$ cat config.mk
export PLATFORM = sky130hd
export DESIGN_NAME = mem_wbuf_flat
export DESIGN_NICKNAME = d
export VERILOG_FILES = /design/src/rtl/mem_wbuf_pkg.sv /design/src/rtl/mem_wbuf_if.sv /design/src/rtl/mem_wbuf_fifo.sv /design/src/rtl/mem_wbuf.sv /design/src/flat_wrapper.sv
export SDC_FILE = /design/constraint.sdc
export NUM_CORES = 1
export LEC_CHECK = 0
export ABC_CLOCK_PERIOD_IN_PS = 6300
export CAP_MARGIN = 20
export CELL_PAD_IN_SITES_DETAIL_PLACEMENT = 1
export CELL_PAD_IN_SITES_GLOBAL_PLACEMENT = 1
export CORE_ASPECT_RATIO = 0.7
export CORE_MARGIN = 2
export CORE_UTILIZATION = 49
export DETAILED_ROUTE_END_ITERATION = 12
export PLACE_DENSITY_LB_ADDON = 0.1
export REMOVE_ABC_BUFFERS = 1
export SKIP_CTS_REPAIR_TIMING = 1
export SLEW_MARGIN = 15
export SYNTH_ARGS = -nofsm -noshare
export SYNTH_HDL_FRONTEND = slang
export SYNTH_SLANG_ARGS = --single-unit
$ cat constraint.sdc
create_clock -name clk -period 6.3 [get_ports clk]
set_clock_uncertainty 0.05 [all_clocks]
set_input_delay 1.26 -clock clk [delete_from_list [all_inputs] [get_ports clk]]
set_output_delay 1.26 -clock clk [all_outputs]
set_load 0.1 [all_outputs]
$ cat src/rtl/mem_wbuf_pkg.sv
`default_nettype none
// ============================================================================
// Module      : mem_wbuf_pkg
// Description : Shared types for the posted-write buffer (memory-side FSM).
// Revision    : 1.0 - initial release
// ============================================================================
package mem_wbuf_pkg;

  localparam int unsigned STATE_W = 2;

  // Memory-side sequencer states
  typedef enum logic [STATE_W-1:0] {
    IDLE  = 2'd0,  // nothing presented to memory
    WR    = 2'd1,  // head FIFO entry presented as a write
    RD    = 2'd2,  // pending read presented to memory
    RWAIT = 2'd3   // read accepted, waiting for returned data
  } state_e;

endpackage : mem_wbuf_pkg
`default_nettype wire

$ cat src/rtl/mem_wbuf_if.sv
`default_nettype none
// ============================================================================
// Module      : mem_wbuf_if
// Description : Cache-side and memory-side request/response bundle for the
//               posted-write buffer. The slave view belongs to the buffer,
//               the master view to its environment (cache + memory).
// Revision    : 1.0 - initial release
// ============================================================================
interface mem_wbuf_if #(
  parameter int AddrBusWidth = 5,
  parameter int DataWidth    = 8
) ();

  // Cache side
  logic [AddrBusWidth-1:0] up_addr;
  logic [DataWidth-1:0]    up_w_data;
  logic                    up_re;
  logic                    up_we;
  logic                    up_ready;
  logic [DataWidth-1:0]    up_r_data;
  logic                    up_r_data_valid;

  // Memory side
  logic [AddrBusWidth-1:0] mem_addr;
  logic [DataWidth-1:0]    mem_w_data;
  logic                    mem_re;
  logic                    mem_we;
  logic                    mem_ready;
  logic [DataWidth-1:0]    mem_r_data;
  logic                    mem_r_data_valid;

  modport slave (
    input  up_addr, up_w_data, up_re, up_we,
    output up_ready, up_r_data, up_r_data_valid,
    output mem_addr, mem_w_data, mem_re, mem_we,
    input  mem_ready, mem_r_data, mem_r_data_valid
  );

  modport master (
    output up_addr, up_w_data, up_re, up_we,
    input  up_ready, up_r_data, up_r_data_valid,
    input  mem_addr, mem_w_data, mem_re, mem_we,
    output mem_ready, mem_r_data, mem_r_data_valid
  );

endinterface : mem_wbuf_if
`default_nettype wire

$ cat src/rtl/mem_wbuf_fifo.sv
`default_nettype none
// ============================================================================
// Module      : mem_wbuf_fifo
// Description : Write-entry storage for the posted-write buffer. Pointers
//               carry one extra wrap bit so all Depth slots are usable.
//               Every slot is exposed with a valid flag so the parent can
//               search buffered writes; rd_idx marks the oldest slot.
// Revision    : 1.0 - initial release
// ============================================================================
module mem_wbuf_fifo #(
  parameter int AddrBusWidth = 5,
  parameter int DataWidth    = 8,
  parameter int Depth        = 4
) (
  input  wire logic                                 clk,
  input  wire logic                                 rst,
  input  wire logic                                 push,
  input  wire logic [AddrBusWidth-1:0]              push_addr,
  input  wire logic [DataWidth-1:0]                 push_data,
  input  wire logic                                 pop,
  output logic                                      full,
  output logic                                      empty,
  output logic [AddrBusWidth-1:0]                   head_addr,
  output logic [DataWidth-1:0]                      head_data,
  output logic [Depth-1:0]                          ent_valid,
  output logic [Depth-1:0][AddrBusWidth-1:0]        ent_addr,
  output logic [Depth-1:0][DataWidth-1:0]           ent_data,
  output logic [$clog2(Depth)-1:0]                  rd_idx
);

  localparam int PtrW = $clog2(Depth);

  logic [PtrW:0]                        wr_ptr_q, wr_ptr_d;
  logic [PtrW:0]                        rd_ptr_q, rd_ptr_d;
  logic [Depth-1:0][AddrBusWidth-1:0]   addr_q, addr_d;
  logic [Depth-1:0][DataWidth-1:0]      data_q, data_d;
  logic [PtrW:0]                        count;

  assign count     = wr_ptr_q - rd_ptr_q;
  assign full      = (count == (PtrW+1)'(Depth));
  assign empty     = (wr_ptr_q == rd_ptr_q);
  assign rd_idx    = rd_ptr_q[PtrW-1:0];
  assign head_addr = addr_q[rd_idx];
  assign head_data = data_q[rd_idx];
  assign ent_addr  = addr_q;
  assign ent_data  = data_q;

  // A slot is live when its distance from the oldest slot is below the fill level
  generate
    for (genvar i = 0; i < Depth; i++) begin : g_ent
      logic [PtrW-1:0] off;
      assign off          = PtrW'(i) - rd_idx;
      assign ent_valid[i] = ({1'b0, off} < count);
    end
  endgenerate

  // Next-state for pointers and storage; writes land in the slot at wr_ptr
  always_comb begin
    wr_ptr_d = wr_ptr_q;
    rd_ptr_d = rd_ptr_q;
    addr_d   = addr_q;
    data_d   = data_q;
    if (push) begin
      addr_d[wr_ptr_q[PtrW-1:0]] = push_addr;
      data_d[wr_ptr_q[PtrW-1:0]] = push_data;
      wr_ptr_d = wr_ptr_q + 1'b1;
    end
    if (pop) begin
      rd_ptr_d = rd_ptr_q + 1'b1;
    end
  end

  // Register pointers and storage; reset empties the buffer
  always_ff @(posedge clk or negedge rst) begin
    if (!rst) begin
      wr_ptr_q <= '0;
      rd_ptr_q <= '0;
      addr_q   <= '0;
      data_q   <= '0;
    end else begin
      wr_ptr_q <= wr_ptr_d;
      rd_ptr_q <= rd_ptr_d;
      addr_q   <= addr_d;
      data_q   <= data_d;
    end
  end

endmodule : mem_wbuf_fifo
`default_nettype wire

$ cat src/rtl/mem_wbuf.sv
`default_nettype none
// ============================================================================
// Module      : mem_wbuf
// Description : Posted-write buffer between the cache memory port and the
//               backing memory. Writes are queued and drained in the
//               background; reads pass through one at a time.
//               Define MEM_WBUF_FWD_EN for store-to-load forwarding: reads
//               search the buffer (youngest match wins) and misses bypass
//               queued writes. Without it a read waits for a full drain.
// Revision    : 1.0 - initial release
// ============================================================================
module mem_wbuf
  import mem_wbuf_pkg::*;
#(
  parameter int AddrBusWidth = 5,
  parameter int DataWidth    = 8,
  parameter int Depth        = 4
) (
  input  wire logic  clk,
  input  wire logic  rst,
  mem_wbuf_if.slave  bus
);

  localparam int PtrW = $clog2(Depth);

  state_e                    state_q, state_d;
  logic                      mem_re_q, mem_re_d;
  logic                      mem_we_q, mem_we_d;
  logic [AddrBusWidth-1:0]   mem_addr_q, mem_addr_d;
  logic [DataWidth-1:0]      mem_w_data_q, mem_w_data_d;
  logic [DataWidth-1:0]      up_r_data_q, up_r_data_d;
  logic                      up_r_data_valid_q, up_r_data_valid_d;
  logic                      rd_pending_q, rd_pending_d;
  logic [AddrBusWidth-1:0]   rd_addr_q, rd_addr_d;

  logic                              up_ready;
  logic                              push;
  logic                              pop;
  logic                              rd_acc;
  logic                              full;
  logic                              empty;
  logic [AddrBusWidth-1:0]           head_addr;
  logic [DataWidth-1:0]              head_data;
  logic [Depth-1:0]                  ent_valid;
  logic [Depth-1:0][AddrBusWidth-1:0] ent_addr;
  logic [Depth-1:0][DataWidth-1:0]   ent_data;
  logic [PtrW-1:0]                   rd_idx;
  logic                              fwd_hit;
  logic [DataWidth-1:0]              fwd_data;

  // Conservative ready: a pop on this edge does not open a slot until next cycle.
  // A simultaneous read+write request is taken as a write only.
  assign up_ready = !full && !rd_pending_q;
  assign push     = up_ready && bus.up_we;
  assign rd_acc   = up_ready && bus.up_re && !bus.up_we;

  mem_wbuf_fifo #(
    .AddrBusWidth (AddrBusWidth),
    .DataWidth    (DataWidth),
    .Depth        (Depth)
  ) u_fifo (
    .clk       (clk),
    .rst       (rst),
    .push      (push),
    .push_addr (bus.up_addr),
    .push_data (bus.up_w_data),
    .pop       (pop),
    .full      (full),
    .empty     (empty),
    .head_addr (head_addr),
    .head_data (head_data),
    .ent_valid (ent_valid),
    .ent_addr  (ent_addr),
    .ent_data  (ent_data),
    .rd_idx    (rd_idx)
  );

`ifdef MEM_WBUF_FWD_EN
  logic [PtrW-1:0] fwd_idx;

  // Walk live entries oldest to youngest so the last match (youngest) wins
  always_comb begin
    fwd_hit  = 1'b0;
    fwd_data = '0;
    fwd_idx  = '0;
    for (int k = 0; k < Depth; k++) begin
      fwd_idx = rd_idx + PtrW'(k);
      if (ent_valid[fwd_idx] && (ent_addr[fwd_idx] == bus.up_addr)) begin
        fwd_hit  = 1'b1;
        fwd_data = ent_data[fwd_idx];
      end
    end
  end
`else
  logic unused_fwd;
  assign fwd_hit    = 1'b0;
  assign fwd_data   = '0;
  assign unused_fwd = ^{ent_valid, ent_addr, ent_data, rd_idx};
`endif

  // Next-state: read capture/forward on the cache side, request sequencing on the memory side
  always_comb begin
    state_d           = state_q;
    mem_re_d          = mem_re_q;
    mem_we_d          = mem_we_q;
    mem_addr_d        = mem_addr_q;
    mem_w_data_d      = mem_w_data_q;
    up_r_data_d       = up_r_data_q;
    up_r_data_valid_d = 1'b0;
    rd_pending_d      = rd_pending_q;
    rd_addr_d         = rd_addr_q;
    pop               = 1'b0;

    if (rd_acc) begin
      if (fwd_hit) begin
        up_r_data_d       = fwd_data;
        up_r_data_valid_d = 1'b1;
      end else begin
        rd_pending_d = 1'b1;
        rd_addr_d    = bus.up_addr;
      end
    end

    case (state_q)
      IDLE: begin
`ifdef MEM_WBUF_FWD_EN
        if (rd_pending_q) begin
`else
        if (rd_pending_q && empty) begin
`endif
          state_d    = RD;
          mem_re_d   = 1'b1;
          mem_addr_d = rd_addr_q;
        end else if (!empty) begin
          state_d      = WR;
          mem_we_d     = 1'b1;
          mem_addr_d   = head_addr;
          mem_w_data_d = head_data;
        end else if (push) begin
          // Empty buffer: present the incoming write straight away; it is
          // also the head entry from the next cycle on.
          state_d      = WR;
          mem_we_d     = 1'b1;
          mem_addr_d   = bus.up_addr;
          mem_w_data_d = bus.up_w_data;
        end
      end
      WR: begin
        if (bus.mem_ready) begin
          pop      = 1'b1;
          mem_we_d = 1'b0;
          state_d  = IDLE;
        end
      end
      RD: begin
        if (bus.mem_ready) begin
          mem_re_d = 1'b0;
          state_d  = RWAIT;
        end
      end
      RWAIT: begin
        if (bus.mem_r_data_valid) begin
          up_r_data_d       = bus.mem_r_data;
          up_r_data_valid_d = 1'b1;
          rd_pending_d      = 1'b0;
          state_d           = IDLE;
        end
      end
      default: state_d = IDLE;
    endcase
  end

  // Register FSM state and all outputs; reset drops queued work and any pending read
  always_ff @(posedge clk or negedge rst) begin
    if (!rst) begin
      state_q           <= IDLE;
      mem_re_q          <= 1'b0;
      mem_we_q          <= 1'b0;
      mem_addr_q        <= '0;
      mem_w_data_q      <= '0;
      up_r_data_q       <= '0;
      up_r_data_valid_q <= 1'b0;
      rd_pending_q      <= 1'b0;
      rd_addr_q         <= '0;
    end else begin
      state_q           <= state_d;
      mem_re_q          <= mem_re_d;
      mem_we_q          <= mem_we_d;
      mem_addr_q        <= mem_addr_d;
      mem_w_data_q      <= mem_w_data_d;
      up_r_data_q       <= up_r_data_d;
      up_r_data_valid_q <= up_r_data_valid_d;
      rd_pending_q      <= rd_pending_d;
      rd_addr_q         <= rd_addr_d;
    end
  end

  assign bus.up_ready        = up_ready;
  assign bus.up_r_data       = up_r_data_q;
  assign bus.up_r_data_valid = up_r_data_valid_q;
  assign bus.mem_addr        = mem_addr_q;
  assign bus.mem_w_data      = mem_w_data_q;
  assign bus.mem_re          = mem_re_q;
  assign bus.mem_we          = mem_we_q;

endmodule : mem_wbuf
`default_nettype wire

$ cat src/flat_wrapper.sv
// flat-port wrapper written by rule: the top's interface ports become plain ports
module mem_wbuf_flat import mem_wbuf_pkg::*;
#(
  parameter int AddrBusWidth = 5,
  parameter int DataWidth    = 8,
  parameter int Depth        = 4
)
  (clk, rst, bus_up_addr, bus_up_w_data, bus_up_re, bus_up_we, bus_up_ready, bus_up_r_data, bus_up_r_data_valid, bus_mem_addr, bus_mem_w_data, bus_mem_re, bus_mem_we, bus_mem_ready, bus_mem_r_data, bus_mem_r_data_valid);
  mem_wbuf_if #(.AddrBusWidth(AddrBusWidth), .DataWidth(DataWidth)) bus_i ();
  input  wire logic clk;
  input  wire logic rst;
  input wire logic [$bits(bus_i.up_addr)-1:0] bus_up_addr;
  input wire logic [$bits(bus_i.up_w_data)-1:0] bus_up_w_data;
  input wire logic [$bits(bus_i.up_re)-1:0] bus_up_re;
  input wire logic [$bits(bus_i.up_we)-1:0] bus_up_we;
  output wire logic [$bits(bus_i.up_ready)-1:0] bus_up_ready;
  output wire logic [$bits(bus_i.up_r_data)-1:0] bus_up_r_data;
  output wire logic [$bits(bus_i.up_r_data_valid)-1:0] bus_up_r_data_valid;
  output wire logic [$bits(bus_i.mem_addr)-1:0] bus_mem_addr;
  output wire logic [$bits(bus_i.mem_w_data)-1:0] bus_mem_w_data;
  output wire logic [$bits(bus_i.mem_re)-1:0] bus_mem_re;
  output wire logic [$bits(bus_i.mem_we)-1:0] bus_mem_we;
  input wire logic [$bits(bus_i.mem_ready)-1:0] bus_mem_ready;
  input wire logic [$bits(bus_i.mem_r_data)-1:0] bus_mem_r_data;
  input wire logic [$bits(bus_i.mem_r_data_valid)-1:0] bus_mem_r_data_valid;
  assign bus_i.up_addr = bus_up_addr;
  assign bus_i.up_w_data = bus_up_w_data;
  assign bus_i.up_re = bus_up_re;
  assign bus_i.up_we = bus_up_we;
  assign bus_up_ready = bus_i.up_ready;
  assign bus_up_r_data = bus_i.up_r_data;
  assign bus_up_r_data_valid = bus_i.up_r_data_valid;
  assign bus_mem_addr = bus_i.mem_addr;
  assign bus_mem_w_data = bus_i.mem_w_data;
  assign bus_mem_re = bus_i.mem_re;
  assign bus_mem_we = bus_i.mem_we;
  assign bus_i.mem_ready = bus_mem_ready;
  assign bus_i.mem_r_data = bus_mem_r_data;
  assign bus_i.mem_r_data_valid = bus_mem_r_data_valid;
  mem_wbuf #(.AddrBusWidth(AddrBusWidth), .DataWidth(DataWidth), .Depth(Depth)) u_core (.clk(clk), .rst(rst), .bus(bus_i));
endmodule
Word-level counts from Yosys, hierarchy flattened

Index checks and enable logic that the tools add are counted.

Register bits: 90
Latch bits: 0
Memory bits (writable): 0
Memory bits (read-only): 0
Bits of input ports: 27
Output and inout bits: 25
Memories: 0

Add/subtract/negate cells: 3
$mul: 0
Divide/modulo/power cells: 0
Order comparisons: 3
Equal/unequal tests: 14
Shifts and indexed selects: 0
Muxes and demuxes: 36
Bitwise logic cells: 1
Reduce and logical (&&, ||, !) cells: 18

Operator list:

| kind                                                        | number |
|---|---|
| bitwise mux 32 bit                                          | 1 |
| two-way mux 8 bit                                           | 4 |
| two-way mux 5 bit                                           | 5 |
| bitwise mux 20 bit                                          | 1 |
| binary-select mux 8 bit (select 2 bit)                      | 1 |
| demux 8 bit (select 2 bit)                                  | 1 |
| two-way mux 1 bit                                           | 12 |
| two-way mux 2 bit                                           | 6 |
| binary-select mux 5 bit (select 2 bit)                      | 1 |
| demux 5 bit (select 2 bit)                                  | 1 |
| != test 2 bit (second input constant)                       | 4 |
| one-hot mux 2 bit (4 select lines)                          | 1 |
| AND reduction 4 bit                                         | 2 |
| adder 3 x 1 -> 3 bit (second input constant)                | 2 |
| logical AND 1 bit                                           | 6 |
| less-than comparator 2 x 3 -> 1 bit (second input constant) | 2 |
| != test 3 x 2 -> 1 bit (second input constant)              | 2 |
| AND reduction 3 bit                                         | 2 |
| equality test 2 bit (second input constant)                 | 2 |
| != test 2 x 1 -> 1 bit (second input constant)              | 2 |
| != test 4 x 3 -> 1 bit (second input constant)              | 1 |
| one-hot mux 1 bit (2 select lines)                          | 2 |
| AND reduction 2 bit                                         | 2 |
| nonzero test 2 bit                                          | 2 |
| other kinds (8)                                             | 10 |

Logic depth before layout (Yosys ltp)

Depth after elaboration: 9
Depth in mapped cells: 8
Gate-level depth less buffers: 6

By module

A second synthesis with hierarchy kept.

Cells, all modules: 313
Area total of the unflattened synthesis: 4,379.2 um^2

By module, submodules not included:

| module        | times used | cells each | area an instance (um^2) |
|---|---|---|---|
| mem_wbuf_fifo | 1          | 180        | 2,832.7 |
| mem_wbuf      | 1          | 133        | 1,546.5 |

Worst setup path after synthesis

OpenSTA, ideal clock, no wires.

Path type: register -> output
From: register u_core.u_fifo.rd_ptr_q[1]
To: output bus_up_ready
Arrival: 2,997 ps
Slack: 1,993 ps
Stages on the path, launching flop included: 7
Cells stage by stage: dfrtp_1 -> clkbuf_1 -> inv_1 -> ha_1 -> nand2b_1 -> xnor2_4 -> a21oi_1

Longest elaborated chain between the ends: 4

Ends and longest elaborated chain:

| item                   | RTL line            | text |
|---|---|---|
| from (decl)            | mem_wbuf_fifo.sv:34 | `logic [PtrW:0] rd_ptr_q, rd_ptr_d;` |
| from (signal assigned) | mem_wbuf_fifo.sv:82 | `rd_ptr_q <= rd_ptr_d;` |
| subtractor 3 bit       | mem_wbuf_fifo.sv:39 | `assign count = wr_ptr_q - rd_ptr_q;` |
| equality test 3 bit    | mem_wbuf_fifo.sv:40 | `assign full = (count == (PtrW+1)'(Depth));` |
| logical NOT 1 bit      | mem_wbuf.sv:53      | `assign up_ready = !full && !rd_pending_q;` |
| logical AND 1 bit      | mem_wbuf.sv:53      |  |
| to (decl)              | flat_wrapper.sv:16  | `output wire logic [$bits(bus_i.up_ready)-1:0] bus_up_ready;` |

Every way passes these cells.

Worst setup path in the final report

Same ends and word-level chain as after synthesis.

==> summary by stage <==
Clock network
The count of clock tree sinks is 90. The clock edge transition at the registers on the reported setup and hold paths is 60 ps. The H-tree generated during clock tree synthesis spans 3 levels. The later pin in the worst-skew pair is clocked with a latency of 340 ps. The CTS buffer count is 9. The longest clock path from root to sink contains 2 buffers. The cell sitting at the root of the clock tree is a sky130_fd_sc_hd__clkbuf_16.

The TritonCTS clock tree is built.

Floorplan
The die covers 9200 um2. The chip width is ~110 um. The row count is 27. 52 I/O pins were placed.

The core box area is 8040 um2. Once the floorplan was initialized, standard cells occupied 51.4% of the core. The die is 80.9 um tall.

Global route
met2 is the most crowded layer. Global routing consumed, on the met1 layer, a little under a third of the routing resources. The number of antenna violations at the first check in global routing was 0.

The total grt overflow is 0. The global-route wire length before repair is 15.9 mm. The via count of the first global-routing pass was 2,876. In the global route stage, met3 resource usage came out at 6.42%.

The global-route met2 utilization is 39.5%. Entering global routing, the biggest net connects 63 pins. The total routing resource utilization after global routing is 23.6%.

Placed design
After detailed placement, the design holds a cell count of ~430. Before CTS, the worst setup slack after placement is approximately 2000 ps. The total of buffers placed on input and output ports is 51.

The last weighted congestion value of the routability-driven placer is 0.754. The post-placement cell area is ~4700 um2. The detailed placement HPWL is 6.24 mm.

Yosys
In this run the cell area of the synthesized design comes to 4130 um2. The instance count of the mapped netlist is 285. The leading register cell type out of synthesis is sky130_fd_sc_hd__dfrtp_1. In this run, distinct cell masters in the synthesized netlist total 37. The largest total area in the synthesized netlist belongs to sky130_fd_sc_hd__dfrtp_1. The synthesized design devotes to its leading area cell type 54.5% of total area. By area the synthesized netlist is led by sky130_fd_sc_hd__dfrtp_1, sky130_fd_sc_hd__mux2_2, sky130_fd_sc_hd__mux4_2. The fraction of registers with async set or reset after synthesis is between 90% and 100%. Counting flops with a built-in enable in the synthesized netlist gives 0. For this run, the number of Yosys warnings is 0. The per-instance average area after synthesis is 14.5 um2.

The count of state elements after synthesis is 90. The portion of the post-synthesis area used by sequential elements is 54.5%.

STA
The highest achievable clock rate is 0.214 GHz. After layout, the minimum clock period comes to 4670 ps. For the final routed database, the setup TNS stands at 0 ps. Setup repair after global routing left no endpoint under its margin. The relative slew slack is approximately 28%. The final worst-path setup slack is 1630 ps. Setup violations remaining at the end of the flow were counted as 0. The final count of pins violating max slew is 0. For the pin with the worst max-slew slack, the measured transition is roughly 1100 ps. After layout, the worst path uses 74.2% of the clock period. The hold violation total from the final report is 0.

Route
Dividing the detail-routed wire length by the instance count gives between 20 and 25 um. The count of routing violations after the opening detailed-route iteration is 102. For this run, design rule violations remaining after detail routing come to 0. The via-per-instance ratio is 5.97. The total routed wirelength is 9.88 mm. The first TritonRoute pass finished after 4 iterations. The detailed router placed 2,643 vias in this run. The post-detailed-route count of antenna-violating nets is 0.

Layout
The area growth from synthesis to layout is 22.2%. In the layout the commonest cells are sky130_fd_sc_hd__dfrtp_1, sky130_fd_sc_hd__clkdlybuf4s50_1, sky130_fd_sc_hd__mux2_2. 0 antenna diodes ended up in the layout. The finished layout holds 443 standard cells, fillers aside. The most common library cell in the layout ignoring fill and taps is sky130_fd_sc_hd__dfrtp_1. The cell area after layout is approximately 5000 um2.

At the end of the flow, the number of nets in the layout was 371. The count of fill cells added during filler insertion is 766. The share of final-layout standard cells stronger than drive strength 1 is 26.6%.

Worst setup path
On the worst path, the slowest cell contributes a delay of between 1000 and 1500 ps. The required time at the endpoint of the critical path is 4990 ps. For this design, the slowest cell found on the critical path is sky130_fd_sc_hd__clkdlybuf4s50_1. The critical path is of the reg2out type. STA classifies the critical path startpoint as a flip-flop. STA puts the critical path data arrival time at 3360 ps. In this run the worst path has a maximum fanout of 16. The critical path goes through inv_1 > ha_1 > nand2b_1 > xnor2_4 > a21oi_1 > clkdlybuf4s50_1. The element type at the critical path end is an output pin.

Min path
The worst hold path belongs to the class reg2reg.

Job
The max-capacitance violation count is 0.

Outcome
The flow ran to the end, and the final reports show no timing, DRC or antenna violations.
==> layout make-up <==
cell class / count / area, um2 / share of cell area [%]
clock buffers: 12 / 256 / 5.08
clock inverters: 4 / 73.8 / 1.46
inverters: 14 / 52.6 / 1.04
multi-input cells: 167 / 1750 / 34.7
flip-flops and latches: 90 / 2250 / 44.6
well taps: 101 / 126 / 2.50
repair buffers: 55 / 538 / 10.6
==> path summary, 6_finish.rpt <==
path / startpoint / endpoint / slack (ps) / cells after the start
max: u_core.u_fifo.rd_ptr_q[1] / bus_up_ready / 1630 / 6
min: u_core.u_fifo.ent_data[12] / u_core.u_fifo.ent_data[12] / 440 / 1
max reg2reg: u_core.u_fifo.rd_ptr_q[1] / u_core.u_fifo.ent_addr[17] / 3170 / 6
min reg2reg: u_core.u_fifo.ent_data[12] / u_core.u_fifo.ent_data[12] / 440 / 1
max in group asynchronous: rst / u_core.u_fifo.ent_data[28] / 4270 / 2
min in group asynchronous: rst / u_core.u_fifo.ent_data[22] / 800 / 1
==> cell usage after synthesis (5+ instances only) <==
cell type	n
sky130_fd_sc_hd__mux2_2	46
sky130_fd_sc_hd__mux2i_1	6
sky130_fd_sc_hd__mux4_2	13
sky130_fd_sc_hd__a21oi_1	6
sky130_fd_sc_hd__a22oi_1	8
sky130_fd_sc_hd__o221a_2	5
sky130_fd_sc_hd__o22ai_1	8
sky130_fd_sc_hd__nand4_1	6
sky130_fd_sc_hd__inv_1	14
sky130_fd_sc_hd__nand2_1	8
sky130_fd_sc_hd__mux2_1	21
sky130_fd_sc_hd__clkbuf_1	8
sky130_fd_sc_hd__dfrtp_1	90
sky130_fd_sc_hd__ha_1	7
sky130_fd_sc_hd__o21ai_0	5
==> cell families after synthesis <==
group           synth area share (%)
fa+ha+maj                       2.12
flops                           54.5
compound gates                  7.99
mux                             26.8
buf+inv                         3.12
xor+xnor                        2.18
simple gates                    3.33
==> metrics by stage <==
stage,util [%],hold WS [ps]
after floorplan,-,402
after global placement,58.6,413
after detailed placement,58.6,425
after CTS,62.7,439
after global routing,62.8,452
final,62.8,436
==> sequential cells by signal, summed over array words and instances (netlist names), 2 cells and up <==
register,flops
u_core.u_fifo.ent_data,32
u_core.u_fifo.ent_addr,20
u_core.bus.mem_w_data,8
u_core.bus.up_r_data,8
u_core.bus.mem_addr,5
u_core.rd_addr_q,5
u_core.u_fifo.rd_ptr_q,3
u_core.u_fifo.wr_ptr_q,3
u_core.state_q,2
==> worst max-delay path, delay by kind of cell (launching register included) <==
kind / cells / cell delay [ps]
AO/OA/AOI/OAI: 1 / 180
XOR/XNOR: 1 / 250
flip-flops: 1 / 860
AND/OR/NAND/NOR: 1 / 260
adder cells (fa/ha/maj): 1 / 200
buffers and inverters: 2 / 1260
==> per-layer routing <==
layer | vias up | share of wire (%)
li1 | 1160 | -
met1 | 1422 | 46
met2 | 51 | 49
met3 | 10 | 4.2
met4 | 0 | 0.87
met5 | - | 0
Power is not shown: default switching activity piles up to over one toggle a cycle in this logic, so the estimate is an artifact.
